===== config.mk =====
export PLATFORM = sky130hd
export DESIGN_NAME = sprite_rom_arbiter
export DESIGN_NICKNAME = d
export VERILOG_FILES = /design/src/rtl/sprite_arb_pkg.sv /design/src/rtl/sprite_rom_arbiter_rr_picker.sv /design/src/rtl/sprite_rom_arbiter.sv
export SDC_FILE = /design/constraint.sdc
export NUM_CORES = 1
export LEC_CHECK = 0
export ABC_AREA = 0
export CORE_ASPECT_RATIO = 0.75
export CORE_MARGIN = 2
export CORE_UTILIZATION = 35
export DETAILED_ROUTE_END_ITERATION = 6
export PLACE_DENSITY = 0.77
export SLEW_MARGIN = 20
export SYNTH_ARGS = -nofsm -noshare
export SYNTH_HDL_FRONTEND = slang
export SYNTH_SLANG_ARGS = --single-unit

===== constraint.sdc =====
create_clock -name pixel_clk_in -period 2.2 [get_ports pixel_clk_in]
set_input_delay 0.33 -clock pixel_clk_in [delete_from_list [all_inputs] [get_ports pixel_clk_in]]
set_output_delay 0.33 -clock pixel_clk_in [all_outputs]
set_load 0.02 [all_outputs]

===== src/rtl/sprite_arb_pkg.sv =====
// Shared types and constants for the sprite image BROM arbiter.
package sprite_arb_pkg;

  localparam int MAX_REQ         = 8;
  localparam int IDX_W           = 3;
  localparam int DEF_ROM_LATENCY = 2;

  typedef logic [IDX_W-1:0] req_idx_t;

  // One in-flight read: which requester owns the data when it comes back.
  typedef struct packed {
    logic     valid;
    req_idx_t idx;
  } arb_tag_t;

  localparam arb_tag_t TAG_NONE = '{valid: 1'b0, idx: '0};

  // Round-robin successor of a requester index, wrapping at num_req.
  function automatic req_idx_t next_idx(input req_idx_t idx, input int num_req);
    return (int'(idx) == num_req - 1) ? '0 : idx + 1'b1;
  endfunction

endpackage


===== src/rtl/sprite_rom_arbiter_rr_picker.sv =====
// Combinational round-robin select: first requester at or after rr_ptr,
// wrapping to the lowest requester below rr_ptr when none is found above.
module rr_picker
  import sprite_arb_pkg::*;
#(
  parameter int NUM_REQ = 4
) (
  input  logic [NUM_REQ-1:0] req,
  input  req_idx_t           rr_ptr,
  output logic               found,
  output req_idx_t           winner
);

  logic     hi_found;
  req_idx_t hi_idx;
  req_idx_t lo_idx;

  // Descending scan so the lowest qualifying index is the one that sticks.
  always_comb begin
    found    = 1'b0;
    hi_found = 1'b0;
    hi_idx   = '0;
    lo_idx   = '0;
    for (int i = NUM_REQ - 1; i >= 0; i--) begin
      if (req[i]) begin
        found  = 1'b1;
        lo_idx = req_idx_t'(i);
        if (i >= int'(rr_ptr)) begin
          hi_found = 1'b1;
          hi_idx   = req_idx_t'(i);
        end
      end
    end
    winner = hi_found ? hi_idx : lo_idx;
  end

endmodule


===== src/rtl/sprite_rom_arbiter.sv =====
// Round-robin arbiter sharing one sprite image BROM among several renderers.
// Grants one read per clock and returns the data tagged to its issuer.
module sprite_rom_arbiter
  import sprite_arb_pkg::*;
#(
  parameter int NUM_REQ     = 4,
  parameter int ADDR_W      = 15,
  parameter int DATA_W      = 8,
  parameter int ROM_LATENCY = DEF_ROM_LATENCY
) (
  input  logic                           pixel_clk_in,
  input  logic                           rst_n_in,
  input  logic [NUM_REQ-1:0]             req_in,
  input  logic [NUM_REQ-1:0][ADDR_W-1:0] addr_in,
  output logic [NUM_REQ-1:0]             grant_out,
  output logic [ADDR_W-1:0]              rom_addr_out,
  input  logic [DATA_W-1:0]              rom_data_in,
  output logic [DATA_W-1:0]              data_out,
  output logic [NUM_REQ-1:0]             valid_out
);

  logic               pick_found;
  req_idx_t           pick_idx;
  logic [NUM_REQ-1:0] pick_onehot;
  logic [ADDR_W-1:0]  pick_addr;
  req_idx_t           rr_ptr;

  // issue_tag sits alongside rom_addr_out; tag_pipe delays it so the last
  // stage lines up with rom_data_in for the same read.
  arb_tag_t           issue_tag;
  arb_tag_t           tag_pipe [ROM_LATENCY];
  logic [NUM_REQ-1:0] ret_onehot;

  rr_picker #(
    .NUM_REQ (NUM_REQ)
  ) u_picker (
    .req    (req_in),
    .rr_ptr (rr_ptr),
    .found  (pick_found),
    .winner (pick_idx)
  );

  // Decode the winner into a one-hot grant and mux its address.
  always_comb begin
    pick_onehot = '0;
    pick_addr   = '0;
    for (int i = 0; i < NUM_REQ; i++) begin
      if (pick_found && (pick_idx == req_idx_t'(i))) begin
        pick_onehot[i] = 1'b1;
        pick_addr      = addr_in[i];
      end
    end
  end

  // Register the grant, BROM address and round-robin pointer.
  always_ff @(posedge pixel_clk_in or negedge rst_n_in) begin
    if (!rst_n_in) begin
      grant_out    <= '0;
      rom_addr_out <= '0;
      rr_ptr       <= '0;
      issue_tag    <= TAG_NONE;
    end else if (pick_found) begin
      grant_out    <= pick_onehot;
      rom_addr_out <= pick_addr;
      rr_ptr       <= next_idx(pick_idx, NUM_REQ);
      issue_tag    <= '{valid: 1'b1, idx: pick_idx};
    end else begin
      grant_out    <= '0;
      issue_tag    <= TAG_NONE;
    end
  end

  // Shift tags along with the BROM read latency; reset drops in-flight reads.
  always_ff @(posedge pixel_clk_in or negedge rst_n_in) begin
    if (!rst_n_in) begin
      for (int k = 0; k < ROM_LATENCY; k++) begin
        tag_pipe[k] <= TAG_NONE;
      end
    end else begin
      tag_pipe[0] <= issue_tag;
      for (int k = 1; k < ROM_LATENCY; k++) begin
        tag_pipe[k] <= tag_pipe[k-1];
      end
    end
  end

  // Owner of the data currently on rom_data_in.
  always_comb begin
    ret_onehot = '0;
    for (int i = 0; i < NUM_REQ; i++) begin
      if (tag_pipe[ROM_LATENCY-1].valid && (tag_pipe[ROM_LATENCY-1].idx == req_idx_t'(i))) begin
        ret_onehot[i] = 1'b1;
      end
    end
  end

  // Register returned data together with its owner.
  always_ff @(posedge pixel_clk_in or negedge rst_n_in) begin
    if (!rst_n_in) begin
      data_out  <= '0;
      valid_out <= '0;
    end else begin
      data_out  <= rom_data_in;
      valid_out <= ret_onehot;
    end
  end

endmodule


* Word level (Yosys, flattened, before mapping)
Cells that the tools add are included.
Word-level totals: register bits after elaboration 46, bits of input ports 74, word-level logic and storage cells 73
Operators by class: $add $sub $neg 1, $lt $le $gt $ge 4, equal/unequal tests 7, mux-type cells 40, reduce and logical (&&, ||, !) cells 10
Operators by type and width (number):
- 2-to-1 mux 15 bit | 4
- 2-to-1 mux 3 bit | 9
- 2-to-1 mux 1 bit | 20
- == test 3 x 2 -> 1 bit (second input constant) | 4
- 2-to-1 mux 2 bit | 5
- logical AND 1 bit | 8
- 2-to-1 mux 4 bit | 2
- == test 3 x 1 -> 1 bit (second input constant) | 2
- greater-or-equal comparator 1 x 3 -> 1 bit (first input constant) | 2
- greater-or-equal comparator 2 x 3 -> 1 bit (first input constant) | 2
- logical NOT 3 bit | 2
- adder 3 x 1 -> 3 bit (second input constant) | 1
- == test 3 bit (second input constant) | 1

* Depth between registers and ports, before layout
Gate-level depths: netlist of run 1.
depth after elaboration 16, mapped depth 9

* Hierarchy
From an unflattened synthesis of run 1, not the netlist that was laid out.
Unflattened totals: cells, all modules 198, area total of the unflattened synthesis 2185.8 µm²
By module, submodules not included:
- sprite_rom_arbiter | times used 1, cells an instance 176, area an instance 2064.5 µm²
- rr_picker | times used 1, cells an instance 22, area an instance 121.4 µm²

* Worst setup path before layout of run 1
No wires, ideal clock.
path type reg-to-reg, start reg rr_ptr[1], end reg rom_addr_out[14], library setup time 0.127 ns, arrival time 1.987 ns, required time 2.073 ns, path slack 0.087 ns, cell stages (with the launch flop) 9, buffers on the path 1, clock period less this slack 2.113 ns, cell sequence dfrtp_1 -> clkbuf_1 -> mux2i_1 -> nor2_1 -> or3_1 -> ha_1 -> or2_2 -> a221oi_1 -> o31ai_1
On the way: longest elaborated chain between the ends 16, elaborated cells on any way between the ends 33, classes of those cells order compare: 4; eq/ne: 3; mux: 21; reduce/logical: 5
RTL lines:
- from (decl) | RTL line sprite_rom_arbiter.sv:26 | req_idx_t rr_ptr;
- from (signal assigned) | RTL line sprite_rom_arbiter.sv:65 | rr_ptr <= next_idx(pick_idx, NUM_REQ);
- greater-or-equal comparator 2 x 3 -> 1 bit | RTL line sprite_rom_arbiter_rr_picker.sv:28 | if (i >= int'(rr_ptr)) begin
- 2-to-1 mux 2 bit / 2-to-1 mux 1 bit (equally long branches) | RTL line sprite_rom_arbiter_rr_picker.sv:28
- 2-to-1 mux 3 bit / 2-to-1 mux 1 bit (equally long branches) | RTL line sprite_rom_arbiter_rr_picker.sv:25 | if (req[i]) begin
- 2-to-1 mux 3 bit / 2-to-1 mux 1 bit (equally long branches) | RTL line sprite_rom_arbiter_rr_picker.sv:28
- 2-to-1 mux 3 bit / 2-to-1 mux 1 bit (equally long branches) | RTL line sprite_rom_arbiter_rr_picker.sv:25
- 2-to-1 mux 3 bit / 2-to-1 mux 1 bit (equally long branches) | RTL line sprite_rom_arbiter_rr_picker.sv:28
- 2-to-1 mux 3 bit / 2-to-1 mux 1 bit (equally long branches) | RTL line sprite_rom_arbiter_rr_picker.sv:25
- 2-to-1 mux 3 bit / 2-to-1 mux 1 bit (equally long branches) | RTL line sprite_rom_arbiter_rr_picker.sv:28
- 2-to-1 mux 3 bit / 2-to-1 mux 1 bit (equally long branches) | RTL line sprite_rom_arbiter_rr_picker.sv:25
- 2-to-1 mux 3 bit (*) | RTL line sprite_rom_arbiter_rr_picker.sv:34 | winner = hi_found ? hi_idx : lo_idx;
- logical NOT 3 bit | RTL line sprite_rom_arbiter.sv:48 | if (pick_found && (pick_idx == req_idx_t'(i))) begin
- logical AND 1 bit | RTL line sprite_rom_arbiter.sv:48
- 2-to-1 mux 15 bit (3 in series) | RTL line sprite_rom_arbiter.sv:48
- 2-to-1 mux 15 bit (*) | RTL line sprite_rom_arbiter.sv:48
- to (signal assigned) | RTL line sprite_rom_arbiter.sv:64 | rom_addr_out <= pick_addr;
- to (decl) | RTL line sprite_rom_arbiter.sv:16 | output logic [ADDR_W-1:0] rom_addr_out,
Mark *: on every way between the ends. The rest lies on a longest branch, timed or not. A chain may end at the register's enable or synchronous reset.

* Worst setup path after layout of run 1
start reg rr_ptr[1], end reg rom_addr_out[7]
Same word-level chain as after synthesis.

==> qor.yml, run 1 <==
clocking:
  cts_buffers: 5
  cts_max_path_buffers: 2
  cts_tree: "built"
  htreeDepth: 2
  clock-sinks: 42
  clkTransAtPathRegs_ps: 80
  clk_latency_ps: 290
  clockRootBuffer: "clkbuf_8"
floorplanning:
  die_w_um: 89.4
  die_area_um2: 6080
  initial_utilization: 0.361
  io_pins: 105
  num_rows: 23
  design.core.area_um2: 5300
  die_h_um: 68.0
synth:
  synth_compound_area_frac: 0.219
  syn_nets: 259
  synthDistinctLibCells: 30
  yosys.area.top_type_share: 0.549
  synth_top_family_by_area: "compound AO/OA/AOI/OAI gates"
  syn_area_um2: 1910
  yosys.area_share.simple: 0.139
  synth_top_area_cell: "dfrtp_1"
  synth-main-ff-cell: "dfrtp_1"
  synth_area_leaders: "dfrtp_1 55%, a21oi_1 8.6%, a221o_1 5.2%, nand3b_1 3.9%, ha_1 2.6%"
  synth_xor_area_frac: 0
  synth_mux_area_frac: 0.00523
  synth-seq-cells: 42
  syn_inst: 181
  ys_seq_area_frac: 0.549
  yosys_warnings: 0
  synthAdderAreaFrac: 0.0262
  async_flop_share: 1.00
  syn_avg_cell_area_um2: 10.6
  synth_edf_count: 0
sta:
  tightest_slew_ps: 530
  fin_hold_ws_ps: 103
  hold_viol: 0
  finClkSkew_ps: 4.45
  min_period_over_period: 0.990
  period_needed_ps: 2180
  final.setup.tns_ps: 0
  clock.fmax_mhz: 459
  setup_viol: 0
  drv_slew: 0
  slew_headroom: 0.646
power_and_ir_drop:
  p_leak_nw: 1.38
  pwr-share-comb: 0.498
  power_density_nw_per_um2: 1060
  power_w: 0.00348
  peakVddDrop_v: 0.000427
  pwr-share-seq: 0.334
  p_sw_w: 0.00122
  switching_share: 0.351
  intPower_w: 0.00226
  p_clk_frac: 0.168
drt:
  drtIter0Drc: 82
  postRouteAntennaNets: 0
  drt-pass1-iter-count: 4
  wirelength_um: 5860
  drc: 0
  vias: 1846
  wl_per_cell_um: 15.7
  avgViaCountPerCell: 4.94
cells_and_area:
  final_util: 0.620
  regArea_um2: 1050
  drive_gt1_frac: 0.134
  fin_area_um2: 3280
  nNetsFinal: 376
  antenna_cells: 0
  multi_input_area_um2: 795
  area_delta_synth_final_pct: 71.5
  fillCellCount: 447
worst_setup_path:
  cp-end-kind: "flop"
  worstReg2RegEnd: "rom_addr_out[7]"
  path_class: "flop to flop"
  reg2reg_from: "rr_ptr[1]"
  required_ps: 2370
  startpoint_type: "flop"
  reg2reg_setup_slack_ps: 20
  cp_max_fo: 8
  r2r_cells: 8
  crit_arrival_ps: 2350
global_routing:
  grt_overflow: 0
  grt_antenna_before_repair: 0
  grtUsageTotal: 0.179
  grt_pass1_wl_um: 8150
  grt_pass1_vias: 1691
  grt_max_degree: 43
placement:
  routabilityCongestion: 0.768
  portBuffers: 104
  dp_hpwl_um: 4230
  placed_area_um2: 3120
job:
  cap_violations: 0
status:
  status: "finished, final reports clean"
hold_path:
  min_path_type: "input pin to asynchronous set/reset pin"
==> through the flow <==
step                cells  worst slack, ps
CTS                   374             8.78
finish                374             22.7
detailed placement    366             -296
floorplan             181             86.8
global placement      366             -234
global route          374            -35.8
==> how the worst max path moves through the flow <==
stage | from | end | cells after the start
floorplan | rr_ptr[1] | rom_addr_out[14] | 8
global placement | req_in[0] | rom_addr_out[14] | 9
detailed placement | req_in[0] | rom_addr_out[9] | 8
CTS | req_in[0] | rom_addr_out[9] | 8
global route | rr_ptr[1] | rom_addr_out[7] | 8
finish | rr_ptr[1] | rom_addr_out[7] | 8
==> sequential cells by signal (all words and copies together) (netlist names) <==
register	flops
data_out	8
rom_addr_out	15
valid_out	4
rr_ptr	2
issue_tag	3
grant_out	4
tag_pipe	6
==> layout by cell type, fill, tap and decap left out, types with 2 or more instances in the layout <==
cell / synthesis / routed
a221o_1: 10 / 10
and2_1: 3 / 3
clkbuf_8: 0 / 5
nand3b_1: 10 / 10
a221oi_1: 5 / 2
dfrtp_1: 42 / 41
buf_4: 2 / 16
ha_2: 0 / 2
nand2_1: 10 / 10
o22ai_1: 6 / 6
o22a_1: 2 / 2
nor2_1: 13 / 12
inv_1: 12 / 11
ha_1: 4 / 2
dlymetal6s2s_1: 0 / 2
clkdlybuf4s50_1: 0 / 101
o31ai_1: 5 / 5
a221oi_2: 0 / 3
clkbuf_1: 4 / 2
a21oi_1: 33 / 32
==> what timing repair did <==
item	in CTS	in global routing
resized for setup	1	15
hold buffers	0	0
setup buffers	0	0
pin swaps	0	1
endpoints found under the setup margin	5	15
==> cell usage after synthesis (3+ instances only) <==
| library cell | count |
|---|---|
| ha_1 | 4 |
| o22ai_1 | 6 |
| a221oi_1 | 5 |
| nand3b_1 | 10 |
| and2_1 | 3 |
| inv_1 | 12 |
| nor2_1 | 13 |
| a21oi_1 | 33 |
| a221o_1 | 10 |
| nand2_1 | 10 |
| dfrtp_1 | 42 |
| o31ai_1 | 5 |
| buf_2 | 3 |
| clkbuf_1 | 4 |
==> critical path, stage by stage (launching register included) <==
cell and delay (ps):
dfrtp_2 470, mux2i_2 270, nor2_2 80, or3_1 350, ha_1 220, nor2b_1 130, buf_4 160, a221oi_1 290
o31ai_1 100
==> layer usage <==
metal  wire, um  vias to the layer above  global-route usage
met5          0                        -                   0
met2       2760                       73               0.277
li1           -                      884                   -
met1       2650                      882               0.252
met4         68                        0              0.0597
met3        378                        7              0.0350
==> logic make-up (layout without fill, tap and decap cells) <==
| kind of cell | Yosys count | count (layout) |
|---|---|---|
| AO/OA/AOI/OAI | 63 | 63 |
| flip-flops | 42 | 42 |
| buffers and inverters | 24 | 142 |
| AND/OR/NAND/NOR | 47 | 47 |
| adder cells (fa/ha/maj) | 4 | 4 |
| multiplexers | 1 | 1 |
==> area by class of cell <==
type                            instances  area share
Sequential cell                        42       0.321
Tap cell                               75      0.0286
Inverter                               13      0.0160
Clock inverter                          1     0.00915
Timing Repair Buffer                  121       0.360
Multi-Input combinational cell        115       0.242
Clock buffer                            7      0.0233
==> power by group through the flow <==
stage | clock network (W) | logic, W | registers (W)
floorplan | 0 | 0.000667 | 0.00138
global placement | 0 | 0.00163 | 0.00117
detailed placement | 0 | 0.00167 | 0.00117
CTS | 0.000599 | 0.00167 | 0.00115
global route | 0.000634 | 0.00187 | 0.00119
finish | 0.000584 | 0.00173 | 0.00116
No activity file was read; power rests on OpenSTA's default activity.
==> inputs of run 2 (changes only) <==
--- a/config.mk
+++ b/config.mk
@@ -6,6 +6,7 @@
 export NUM_CORES = 1
 export LEC_CHECK = 0
 export ABC_AREA = 0
+export CAP_MARGIN = 20
 export CORE_ASPECT_RATIO = 0.75
 export CORE_MARGIN = 2
 export CORE_UTILIZATION = 35
==> results of run 2 <==
Final layout, timing and power as in run 1 (identical DEF).
==> inputs of run 3 (changes only) <==
--- a/config.mk
+++ b/config.mk
@@ -12,6 +12,7 @@
 export CORE_UTILIZATION = 35
 export DETAILED_ROUTE_END_ITERATION = 6
 export PLACE_DENSITY = 0.77
+export SETUP_SLACK_MARGIN = 0.4
 export SLEW_MARGIN = 20
 export SYNTH_ARGS = -nofsm -noshare
 export SYNTH_HDL_FRONTEND = slang
==> qor.yml, run 3 (synthesis gave the netlist of run 1 again) <==
global_routing:
  grtUsageTotal: 0.194
  grt_overflow: 0
  grt_pass1_wl_um: 8740
  grt_antenna_before_repair: 0
  grt_max_degree: 23
  grt_pass1_vias: 1813
clocking:
  cts_tree: "built"
  cts_max_path_buffers: 2
  cts_buffers: 5
  clock-sinks: 42
  clk_latency_ps: 300
  clkTransAtPathRegs_ps: 80
  htreeDepth: 2
  clockRootBuffer: "clkbuf_8"
drt:
  wirelength_um: 5910
  avgViaCountPerCell: 4.94
  wl_per_cell_um: 15.4
  drtIter0Drc: 89
  postRouteAntennaNets: 0
  drt-pass1-iter-count: 4
  drc: 0
  vias: 1896
cells_and_area:
  fin_area_um2: 3430
  fillCellCount: 465
  final_common_cell: "clkdlybuf4s50_1"
  area_delta_synth_final_pct: 79.3
  top_register: "rom_addr_out"
  reg_top3: "rom_addr_out (15), data_out (8), tag_pipe (6)"
  drive_gt1_frac: 0.210
  final_util: 0.648
  antenna_cells: 0
  final_cell_mix: "100 x clkdlybuf4s50_1, 41 x dfrtp_1, 26 x a21oi_1, 25 x buf_4, 13 x nor2_1"
  largest_reg_flops: 15
  nNetsFinal: 386
placement:
  routabilityCongestion: 0.799
  dp_hpwl_um: 4360
  portBuffers: 104
  placed_area_um2: 3240
sta:
  min_period_over_period: 0.913
  hold_viol: 0
  period_needed_ps: 2010
  drv_slew: 0
  rsz0062_at_grt: "true"
  setup_viol: 0
  fin_hold_ws_ps: 3.99
  finClkSkew_ps: 8.97
  tightest_slew_ps: 535
  slew_headroom: 0.643
  clock.fmax_mhz: 498
floorplanning:
  design.core.area_um2: 5300
  io_pins: 105
  die_area_um2: 6080
  die_h_um: 68.0
  die_w_um: 89.4
  initial_utilization: 0.361
  num_rows: 23
worst_setup_path:
  required_ps: 2420
  cp-end-kind: "flop"
  crit_arrival_ps: 2230
  startpoint_type: "flop"
  path_class: "flop to flop"
  cp_max_fo: 14
hold_path:
  min_path_type: "input pin to asynchronous set/reset pin"
power_and_ir_drop:
  peakVddDrop_v: 0.000480
  p_leak_nw: 1.43
  power_density_nw_per_um2: 1040
status:
  status: "finished, final reports clean"
job:
  cap_violations: 0
[run 3: cell count changes in the layout (fill, tap and decap cells not counted), sizes merged]
cell | previous run | this run
clkbuf | 7 | 6
dlymetal6s2s | 2 | 0
clkinv | 0 | 2
buf | 18 | 28
bufinv | 1 | 0
clkdlybuf4s50 | 101 | 100
dlygate4sd2 | 0 | 3
[run 3: critical path, stage by stage, from the launching register on]
cell,delay [ps]
dfrtp_2,430
a21oi_2,70
o21a_1,240
o22a_1,240
buf_4,150
ha_4,170
buf_12,140
a221o_1,370
a21oi_2,130
[run 3: routing by layer]
| metal | global-route usage | routed length (um) | vias to the layer above |
|---|---|---|---|
| li1 | - | - | 906 |
| met1 | 0.273 | 2700 | 915 |
| met2 | 0.294 | 2750 | 70 |
| met3 | 0.0410 | 396 | 5 |
| met4 | 0.0709 | 63 | 0 |
| met5 | 0 | 0 | - |
[run 3: layout make-up]
type	instances	area, um^2	area share
flip-flops and latches	42	1050	0.307
clock buffers	6	72.6	0.0212
multi-input cells	115	893	0.260
inverters	13	52.6	0.0153
repair buffers	131	1250	0.365
clock inverters	2	13.8	0.00401
well taps	75	93.8	0.0274
[run 3: timing repair]
item	4_1_cts	5_1_grt
setup buffers	2	0
endpoints found under the setup margin	21	21
hold buffers	0	0
pin swaps	2	5
gates resized for setup	10	12
[run 3: worst paths after layout]
kind | depth (start not counted) | slack, ps | startpoint | end
setup / recovery | 8 | 190 | rr_ptr[1] | rom_addr_out[11]
hold / removal | 1 | 4 | rst_n_in | rom_addr_out[8]
setup reg to reg | 8 | 190 | rr_ptr[1] | rom_addr_out[11]
hold reg to reg | 0 | 340 | issue_tag[1] | tag_pipe[5]
max in group asynchronous | 2 | 1600 | rst_n_in | rr_ptr[1]
min in group pixel_clk_in | 0 | 340 | issue_tag[1] | tag_pipe[5]
[run 3: metrics by stage]
stage	setup WS [ps]	instances	total power (W)	setup TNS, ps
after floorplan	298	181	0.00216	0
final	192	384	0.00358	0
after detailed placement	-352	374	0.00298	-3570
after global routing	107	384	0.00381	0
after global placement	-253	374	0.00294	-2760
after CTS	219	384	0.00353	0
[run 3: report_power, final]
part	total (W)	switching, W	internal [W]
Clock	0.000493	0.000269	0.000224
Combinational	0.00193	0.000914	0.00102
Sequential	0.00116	0.000133	0.00102
Total	0.00358	0.00132	0.00227
